### src/rtl/dem_gio_pkg.sv
// dem_gio_pkg: mode encoding and BCD field limits for the time-of-day counter
package dem_gio_pkg;
  typedef enum logic [1:0] {
    MODE_RUN   = 2'd0,
    MODE_SET_H = 2'd1,
    MODE_SET_M = 2'd2,
    MODE_BAD   = 2'd3
  } mode_e;
  localparam logic [7:0] SEC_MAX  = 8'h59;
  localparam logic [7:0] MIN_MAX  = 8'h59;
  localparam logic [7:0] HOUR_MAX = 8'h23;
endpackage

### src/rtl/dem_bcd_2so.sv
// dem_bcd_2so: two-digit BCD modulo counter wrapping after MAX_T:MAX_U
module dem_bcd_2so #(
  parameter logic [3:0] MAX_T = 4'd5,
  parameter logic [3:0] MAX_U = 4'd9
) (
  input  logic       clk_in,
  input  logic       rst,
  input  logic       inc,
  output logic [3:0] tens,
  output logic [3:0] units,
  output logic       wrap
);
  assign wrap = (tens == MAX_T) && (units == MAX_U);
  always_ff @(posedge clk_in) begin
    if (rst) begin
      tens  <= '0;
      units <= '0;
    end else if (inc) begin
      tens  <= wrap ? 4'd0 : (units == 4'd9) ? tens + 4'd1 : tens;
      units <= (wrap || units == 4'd9) ? 4'd0 : units + 4'd1;
    end
  end
endmodule

### src/rtl/dem_gio.sv
// dem_gio: 24-hour BCD time-of-day counter with button-driven hour/minute set mode
module dem_gio
  import dem_gio_pkg::*;
#(
  parameter int SYNC_STAGES = 2
) (
  input  logic       clk_in,
  input  logic       rst,
  input  logic       sec_in,
  input  logic       btn_mode,
  input  logic       btn_inc,
  output logic [3:0] hh_t,
  output logic [3:0] hh_u,
  output logic [3:0] mm_t,
  output logic [3:0] mm_u,
  output logic [3:0] ss_t,
  output logic [3:0] ss_u,
  output logic [1:0] mode,
  output logic       tick_1s
);
  logic [SYNC_STAGES-1:0] sync;
  logic prev, tick_q, bm_p, bi_p;
  logic m_edge, i_edge, run, clr_s, inc_s, inc_m, inc_h, w_s, w_m;
  mode_e st;
  assign m_edge = btn_mode & ~bm_p;
  assign i_edge = btn_inc & ~bi_p & ~m_edge;
  assign run    = st == MODE_RUN;
  assign mode   = st;
  // Tick is registered once before the output flop, giving SYNC_STAGES+2 latency
  always_ff @(posedge clk_in) begin
    if (rst) begin
      sync    <= '1;
      prev    <= 1'b1;
      tick_q  <= 1'b0;
      tick_1s <= 1'b0;
      bm_p    <= 1'b1;
      bi_p    <= 1'b1;
      st      <= MODE_RUN;
    end else begin
      sync    <= {sync[SYNC_STAGES-2:0], sec_in};
      prev    <= sync[SYNC_STAGES-1];
      tick_q  <= sync[SYNC_STAGES-1] & ~prev;
      tick_1s <= tick_q;
      bm_p    <= btn_mode;
      bi_p    <= btn_inc;
      st      <= (st == MODE_BAD || (m_edge && st == MODE_SET_M)) ? MODE_RUN :
                 m_edge ? mode_e'(st + 2'd1) : st;
    end
  end
  assign clr_s = rst | (m_edge & st == MODE_SET_M);
  assign inc_s = run & tick_1s;
  assign inc_m = (inc_s & w_s) | (st == MODE_SET_M & i_edge);
  assign inc_h = (inc_s & w_s & w_m) | (st == MODE_SET_H & i_edge);
  dem_bcd_2so #(.MAX_T(SEC_MAX[7:4]), .MAX_U(SEC_MAX[3:0])) u_sec (
    .clk_in(clk_in), .rst(clr_s), .inc(inc_s), .tens(ss_t), .units(ss_u), .wrap(w_s)
  );
  dem_bcd_2so #(.MAX_T(MIN_MAX[7:4]), .MAX_U(MIN_MAX[3:0])) u_min (
    .clk_in(clk_in), .rst(rst), .inc(inc_m), .tens(mm_t), .units(mm_u), .wrap(w_m)
  );
  dem_bcd_2so #(.MAX_T(HOUR_MAX[7:4]), .MAX_U(HOUR_MAX[3:0])) u_hour (
    .clk_in(clk_in), .rst(rst), .inc(inc_h), .tens(hh_t), .units(hh_u), .wrap()
  );
endmodule

### config.mk
export PLATFORM = sky130hd
export DESIGN_NAME = dem_gio
export DESIGN_NICKNAME = d
export VERILOG_FILES = /design/src/rtl/dem_gio_pkg.sv /design/src/rtl/dem_bcd_2so.sv /design/src/rtl/dem_gio.sv
export SDC_FILE = /design/constraint.sdc
export NUM_CORES = 1
export LEC_CHECK = 0
export CORE_AREA = 2 2 67 69
export CTS_CLUSTER_DIAMETER = 100
export DETAILED_ROUTE_END_ITERATION = 8
export DIE_AREA = 0 0 69 71
export MAX_ROUTING_LAYER = met4
export PLACE_DENSITY_LB_ADDON = 0.15
export SLEW_MARGIN = 5
export SYNTH_ARGS = -nofsm -noshare
export SYNTH_HDL_FRONTEND = slang
export SYNTH_SLANG_ARGS = --single-unit
export TNS_END_PERCENT = 5
### constraint.sdc
create_clock -name clk_in -period 2.37 [get_ports clk_in]
set_input_delay 0.237 -clock clk_in [delete_from_list [all_inputs] [get_ports clk_in]]
set_output_delay 0.237 -clock clk_in [all_outputs]
set_load 0.05 [all_outputs]
# After elaboration in Yosys (flattened, before gate mapping)

Index checks and enable logic that the tools add are counted.

$add $sub $neg: 7
Eq/ne operators: 10
Multiplexer cells: 9
Bitwise logic cells: 17
Reductions and logical operators: 16

Operators with widths:

| operator                                                        | count |
|---|---|
| 4-bit two-way mux                                               | 9 |
| 4-bit by 1-bit adder with 4-bit output, second input constant   | 6 |
| 4-bit == test, second input constant                            | 3 |
| 1-bit bitwise AND                                               | 10 |
| 4-bit by 2-bit == test with 1-bit output, second input constant | 2 |
| 4-bit by 3-bit == test with 1-bit output, second input constant | 2 |
| 2-bit AND reduction                                             | 3 |
| 2-bit nonzero test                                              | 3 |
| 2-bit == test, second input constant                            | 2 |
| 1-bit logical AND                                               | 4 |
| 1-bit logical OR                                                | 4 |
| 1-bit NOT                                                       | 4 |
| 1-bit OR                                                        | 3 |
| 2-bit by 1-bit adder with 2-bit output, second input constant   | 1 |
| 2-bit by 1-bit == test with 1-bit output, second input constant | 1 |
| 2-bit zero test                                                 | 1 |
| 2-bit OR reduction                                              | 1 |

Register bits: 33
Output and inout bits: 27
Logic and storage cells: 72

# Logic depth before layout (Yosys ltp)

Depth in word-level cells: 7
Depth in mapped cells: 9
Depth with buffers taken out: 7

# By module

From an unflattened synthesis, not the netlist that was laid out.

Cell total of the unflattened synthesis: 174
Area total of the unflattened synthesis: 1701.6 um^2

By module, submodules not included:

| module                   | instances | cells each | area an instance (um^2) | sequential area each (um^2) |
|---|---|---|---|---|
| dem_bcd_2so at u_min ... | 2         | 45         | 421.7                   | 160.2 |
| dem_bcd_2so at u_hour    | 1         | 49         | 471.7                   | 160.2 |
| dem_gio                  | 1         | 35         | 386.6                   | 180.2 |

# Worst setup path after synthesis

OpenSTA, ideal clock, no wires.

Kind: register to register
Start: reg st[0], in the netlist mode[0]
End: reg u_hour.tens[0]
Library setup time: 70 ps
Arrival: 2193 ps
Data required time: 2300 ps
Setup slack: 107 ps
Cell stages (with the launch flop): 10
Buffers on the path: 2
Cell sequence: dfxtp_1 inv_1 ha_1 and2_1 buf_2 and4b_4 a32oi_2 buf_2 o21ai_0 a21oi_1

Longest elaborated chain between the ends: 6
Elaborated cells between the ends (all ways): 8
Classes of those cells: eq/ne: 1; bitwise: 5; reduce/logical: 2

Ends and longest elaborated chain:

| what                                     | line              | source |
|---|---|---|
| start, declared                          | dem_gio.sv:24     | `mode_e st;` |
| start signal, assigned                   | dem_gio.sv:46     | `st <= (st == MODE_BAD \|\| (m_edge && st == MODE_SET_M)) ? MODE_RUN :` |
| 2-bit zero test                          | dem_gio.sv:27     | `assign run = st == MODE_RUN;` |
| 1-bit bitwise AND                        | dem_gio.sv:51     | `assign inc_s = run & tick_1s;` |
| 1-bit bitwise AND (2 in a row)           | dem_gio.sv:53     | `assign inc_h = (inc_s & w_s & w_m) \| (st == MODE_SET_H & i_edge);` |
| 1-bit OR (*)                             | dem_gio.sv:53     |  |
| 2-bit AND reduction (no source line) (*) | n/a               |  |
| end signal, assigned                     | dem_bcd_2so.sv:19 | `tens <= wrap ? 4'd0 : (units == 4'd9) ? tens + 4'd1 : tens;` |
| end, declared                            | dem_bcd_2so.sv:9  | `output logic [3:0] tens,` |

Every way passes the cells marked *; elsewhere a longest branch is shown, timed or not.
A chain may end at the register's enable or synchronous reset.

# Final worst setup path

Start: reg st[0], in the netlist mode[0]
End: reg u_hour.tens[1]

The elaborated chain is that of the path after synthesis.

==> results.rst <==
.. list-table::
   :header-rows: 1

   * - Metric
     - Value
   * - Result of the run
     - finished, final reports clean
   * - Power density over cell area
     - 551 nW/um^2
   * - Kind of path behind the tightest hold check
     - flip-flop to flip-flop
   * - CTS Root Buffer Type
     - clkbuf_8
   * - Count of warnings emitted by yosys
     - 0
   * - Reported max-cap violation count
     - 0
   * - Total of buffers placed on input and output ports
     - 31
   * - Number of setup buffers added after CTS
     - 0
   * - Seq cells post-synth
     - 33
   * - # fillers
     - 414
   * - Actual transition at the worst max-transition pin
     - 0.564 ns
   * - Met3 wire length
     - 145 um
   * - Relative contribution of combinational cells to total power
     - 0.042
   * - Post-detail-place hpwl
     - 2470 um
   * - Area fraction in and, or, nand and nor cells after synthesis
     - 0.241
   * - Cell area reported after detailed placement
     - 1980 sq um
   * - Post-route standard cell area excluding fillers
     - 2110 sq um
   * - Number of primary I/O pins
     - 32
   * - Vias/cell
     - 5.17
   * - Overall routed net length
     - 3410 um
   * - Cell Int Power
     - 0.924 mW
   * - Post-route DRC
     - 0
   * - Post-route met1 wirelength
     - 1560 um
   * - Distinct cell type count after synthesis
     - 39
   * - Layout Area Growth over Synthesis
     - 30.8%
   * - Core Region
     - 4200 sq um
   * - Period utilisation layout
     - 0.893
   * - Inserted Clock Buffers
     - 5
   * - Portion of total power attributed to the clock network
     - 0.473
   * - Share of total power in sequential cells
     - 0.485
   * - Worst slew margin relative to its limit
     - 0.624
   * - Standard-cell row count
     - 24
   * - Number of iterations in the first detailed-routing pass
     - 2
   * - Number of enable-type register cells in the synthesized netlist
     - 0
   * - Net switching fraction of the power
     - 0.206
   * - H-Tree Level Count
     - 2
   * - TNS Setup
     - 0 ns
   * - Register clock-pin slew on the reported worst setup and hold paths
     - 0.07 ns
   * - Most instantiated cells after synthesis
     - dfxtp_1 (33), a21oi_1 (17), ha_1 (16)
   * - Height of the die
     - 71 um
   * - Primary FF master, synth
     - dfxtp_1
   * - Crit Path Category
     - flip-flop to flip-flop
   * - Wire length of the first global-routing pass
     - 5740 um
   * - Largest vdd supply drop
     - 338 uV
   * - Uppermost signal routing layer after detailed routing
     - met4
   * - Final core occ
     - 0.502
   * - Area taken by flip-flops and latches
     - 661 sq um
   * - Vias in the first global route
     - 1291
   * - Synthesized-area fraction occupied by xor and xnor cells
     - 0.0326
   * - Fraction of registers with async set or reset after synthesis
     - 0
   * - Die area
     - 4900 sq um
   * - Worst setup EP type
     - flip-flop
   * - Max-slew violation count
     - 0
   * - Area of the multi-input gates
     - 891 sq um
   * - Switching power summed over all nets
     - 0.239 mW
   * - Post-Place Setup Slack
     - 0.168 ns
   * - Worst clock skew on the final layout
     - 0.00381 ns
   * - Peak fanout along the critical path
     - 16
   * - Overflow left after global routing
     - 0
   * - RSZ-0062 raised after global routing
     - no
   * - Power Total
     - 1.16 mW
   * - Achievable clock frequency
     - 0.473 GHz
   * - Detail-routed net length per standard cell
     - 13.0 um
   * - Placed cells
     - 255
   * - Dominant combinational cell family by area after synthesis
     - simple AND/OR/NAND/NOR gates
   * - Top area cells in the synthesized netlist
     - dfxtp_1 (41%), ha_1 (12%), a21oi_1 (5.3%)
   * - Maximum buffer depth of the clock tree
     - 2
   * - Length of routed met2 wiring
     - 1640 um
   * - Via count
     - 1359
   * - TritonCTS clock tree
     - built
   * - Post-Synthesis Cells
     - 176
   * - Final hold viol count
     - 0
   * - Area share of the leading cell type in the synthesized netlist
     - 0.409
   * - Sinks on the clock net
     - 33
   * - Total Nets Final
     - 231
   * - Finished Layout Cells
     - 263
   * - Clock insertion delay at the later pin of the skew report
     - 0.29 ns
   * - Leakage
     - 0.795 nW
   * - Clock period minus worst slack
     - 2.12 ns
   * - Synthesized netlist net count
     - 197
   * - Worst hold-check slack
     - 0.390 ns
   * - Pin count of the biggest net entering global routing
     - 17
   * - Antenna Diode Count
     - 0
   * - Mean instance size in the synthesized netlist
     - 9.17 sq um
   * - Post-synthesis mux area share
     - 0
   * - Sequential cell area fraction in the yosys report
     - 0.409
   * - Cell taking the most area after synthesis
     - dfxtp_1
   * - Worst setup margin
     - 0.255 ns
   * - Netlist area before placement
     - 1610 sq um
   * - Number of nets with antenna violations after routing
     - 0
   * - Final GP Congestion
     - 0.745
   * - Startpoint Class
     - flip-flop
   * - Initial Utilization
     - 0.384
   * - Share of cells above drive strength 1
     - 0.0900
   * - Die W
     - 69 um
   * - Area share of fa/ha/maj cells after synthesis
     - 0.124
   * - Share of the synthesized area in compound gates (AO/OA/AOI/OAI)
     - 0.147
   * - Global routing usage summed across all routing layers
     - 0.151
   * - Number of antenna violations at the first check in global routing
     - 0
   * - Number of violations reported at the end of detailed-routing iteration 0
     - 74
   * - Most instantiated library cell after synthesis
     - dfxtp_1
   * - Data arrival time of the worst path
     - 2.34 ns
   * - Data required time at the worst endpoint
     - 2.59 ns
   * - Final count of negative-setup-slack endpoints
     - 0
==> cell usage in the layout, fill, tap and decap left out, drive strengths merged <==
cell | synthesis | layout
or3b | 2 | 2
nand2 | 7 | 7
nand4 | 2 | 2
nor2b | 4 | 4
ha | 16 | 16
clkdlybuf4s50 | 0 | 31
o21ai | 6 | 6
nand2b | 2 | 2
a21o | 2 | 2
or4b | 1 | 1
buf | 2 | 3
a32oi | 1 | 1
or4 | 5 | 5
and4b | 3 | 3
and2 | 1 | 1
nor3b | 3 | 3
clkbuf | 5 | 7
a311oi | 1 | 1
a41o | 1 | 1
bufinv | 0 | 1
dfxtp | 33 | 33
and3 | 3 | 3
nand3b | 1 | 1
or2 | 5 | 5
o2111a | 1 | 1
nor3 | 5 | 5
inv | 12 | 12
o31ai | 3 | 3
a21oi | 17 | 17
a211o | 2 | 2
or3 | 4 | 4
xor2 | 4 | 4
nor2 | 11 | 11
xnor2 | 2 | 2
nand3 | 5 | 5
nor4 | 1 | 1
a211oi | 2 | 2
a31oi | 1 | 1
==> routing by layer <==
layer,up-vias,global-route usage
li1,691,-
met1,640,0.170
met2,22,0.251
met3,6,0.0484
met4,0,0.0588
met5,-,-
==> power groups by stage <==
stage                     combinational [mW]  sequential (mW)  clock [mW]
after global placement                0.0467            0.577           0
after floorplan                       0.0221            0.583           0
after CTS                             0.0483            0.565       0.573
after global routing                  0.0529            0.565       0.596
after detailed placement              0.0479            0.577           0
final                                 0.0484            0.565       0.550
==> cell type report <==
| cell class | count | share of cell area |
|---|---|---|
| multi-input combinational | 124 | 0.422 |
| sequential | 33 | 0.313 |
| timing repair buffer | 34 | 0.158 |
| clock buffer | 7 | 0.0409 |
| tap | 52 | 0.0308 |
| inverter | 12 | 0.0213 |
| clock inverter | 1 | 0.0142 |
==> repair_timing <==
action	in CTS	in global routing
hold buffers	0	0
endpoints found under the setup margin	0	5
gates resized for setup	0	1
==> cells by family (layout without fill, tap and decap cells) <==
logic type | after synthesis | count (layout)
AOI/OAI and AO/OA | 37 | 37
xor gates and xnor gates | 6 | 6
adders and majority gates | 16 | 16
buffers and inverters | 19 | 54
DFF | 33 | 33
and+or+nand+nor | 65 | 65
==> worst max-delay path, cell delays in order (launching register included) <==
cell and delay (ns):
dfxtp_1 0.36, inv_1 0.10, ha_1 0.13, and2_1 0.26, and4b_4 0.31, a32oi_4 0.19, or4_1 0.55, a21oi_1 0.14
==> sequential cells by signal (all words and copies together), names as in the netlist <==
register	flops
u_hour.tens	4
u_hour.units	4
u_min.tens	4
u_min.units	4
u_sec.tens	4
u_sec.units	4
mode	2
sync	2
bi_p	1
bm_p	1
prev	1
tick_1s	1
tick_q	1
==> path summary, 6_finish.rpt <==
check | startpoint | end | slack (ns) | cells after the start
hold reg to reg | prev$_SDFF_PP1_ | tick_q$_SDFF_PP0_ | 0.39 | 1
setup / recovery | mode[0]$_SDFFE_PP0P_ | u_hour.tens[1]$_SDFFE_PP0P_ | 0.25 | 7
hold / removal | prev$_SDFF_PP1_ | tick_q$_SDFF_PP0_ | 0.39 | 1
setup reg to reg | mode[0]$_SDFFE_PP0P_ | u_hour.tens[1]$_SDFFE_PP0P_ | 0.25 | 7
(Power assumes the default switching activity.)
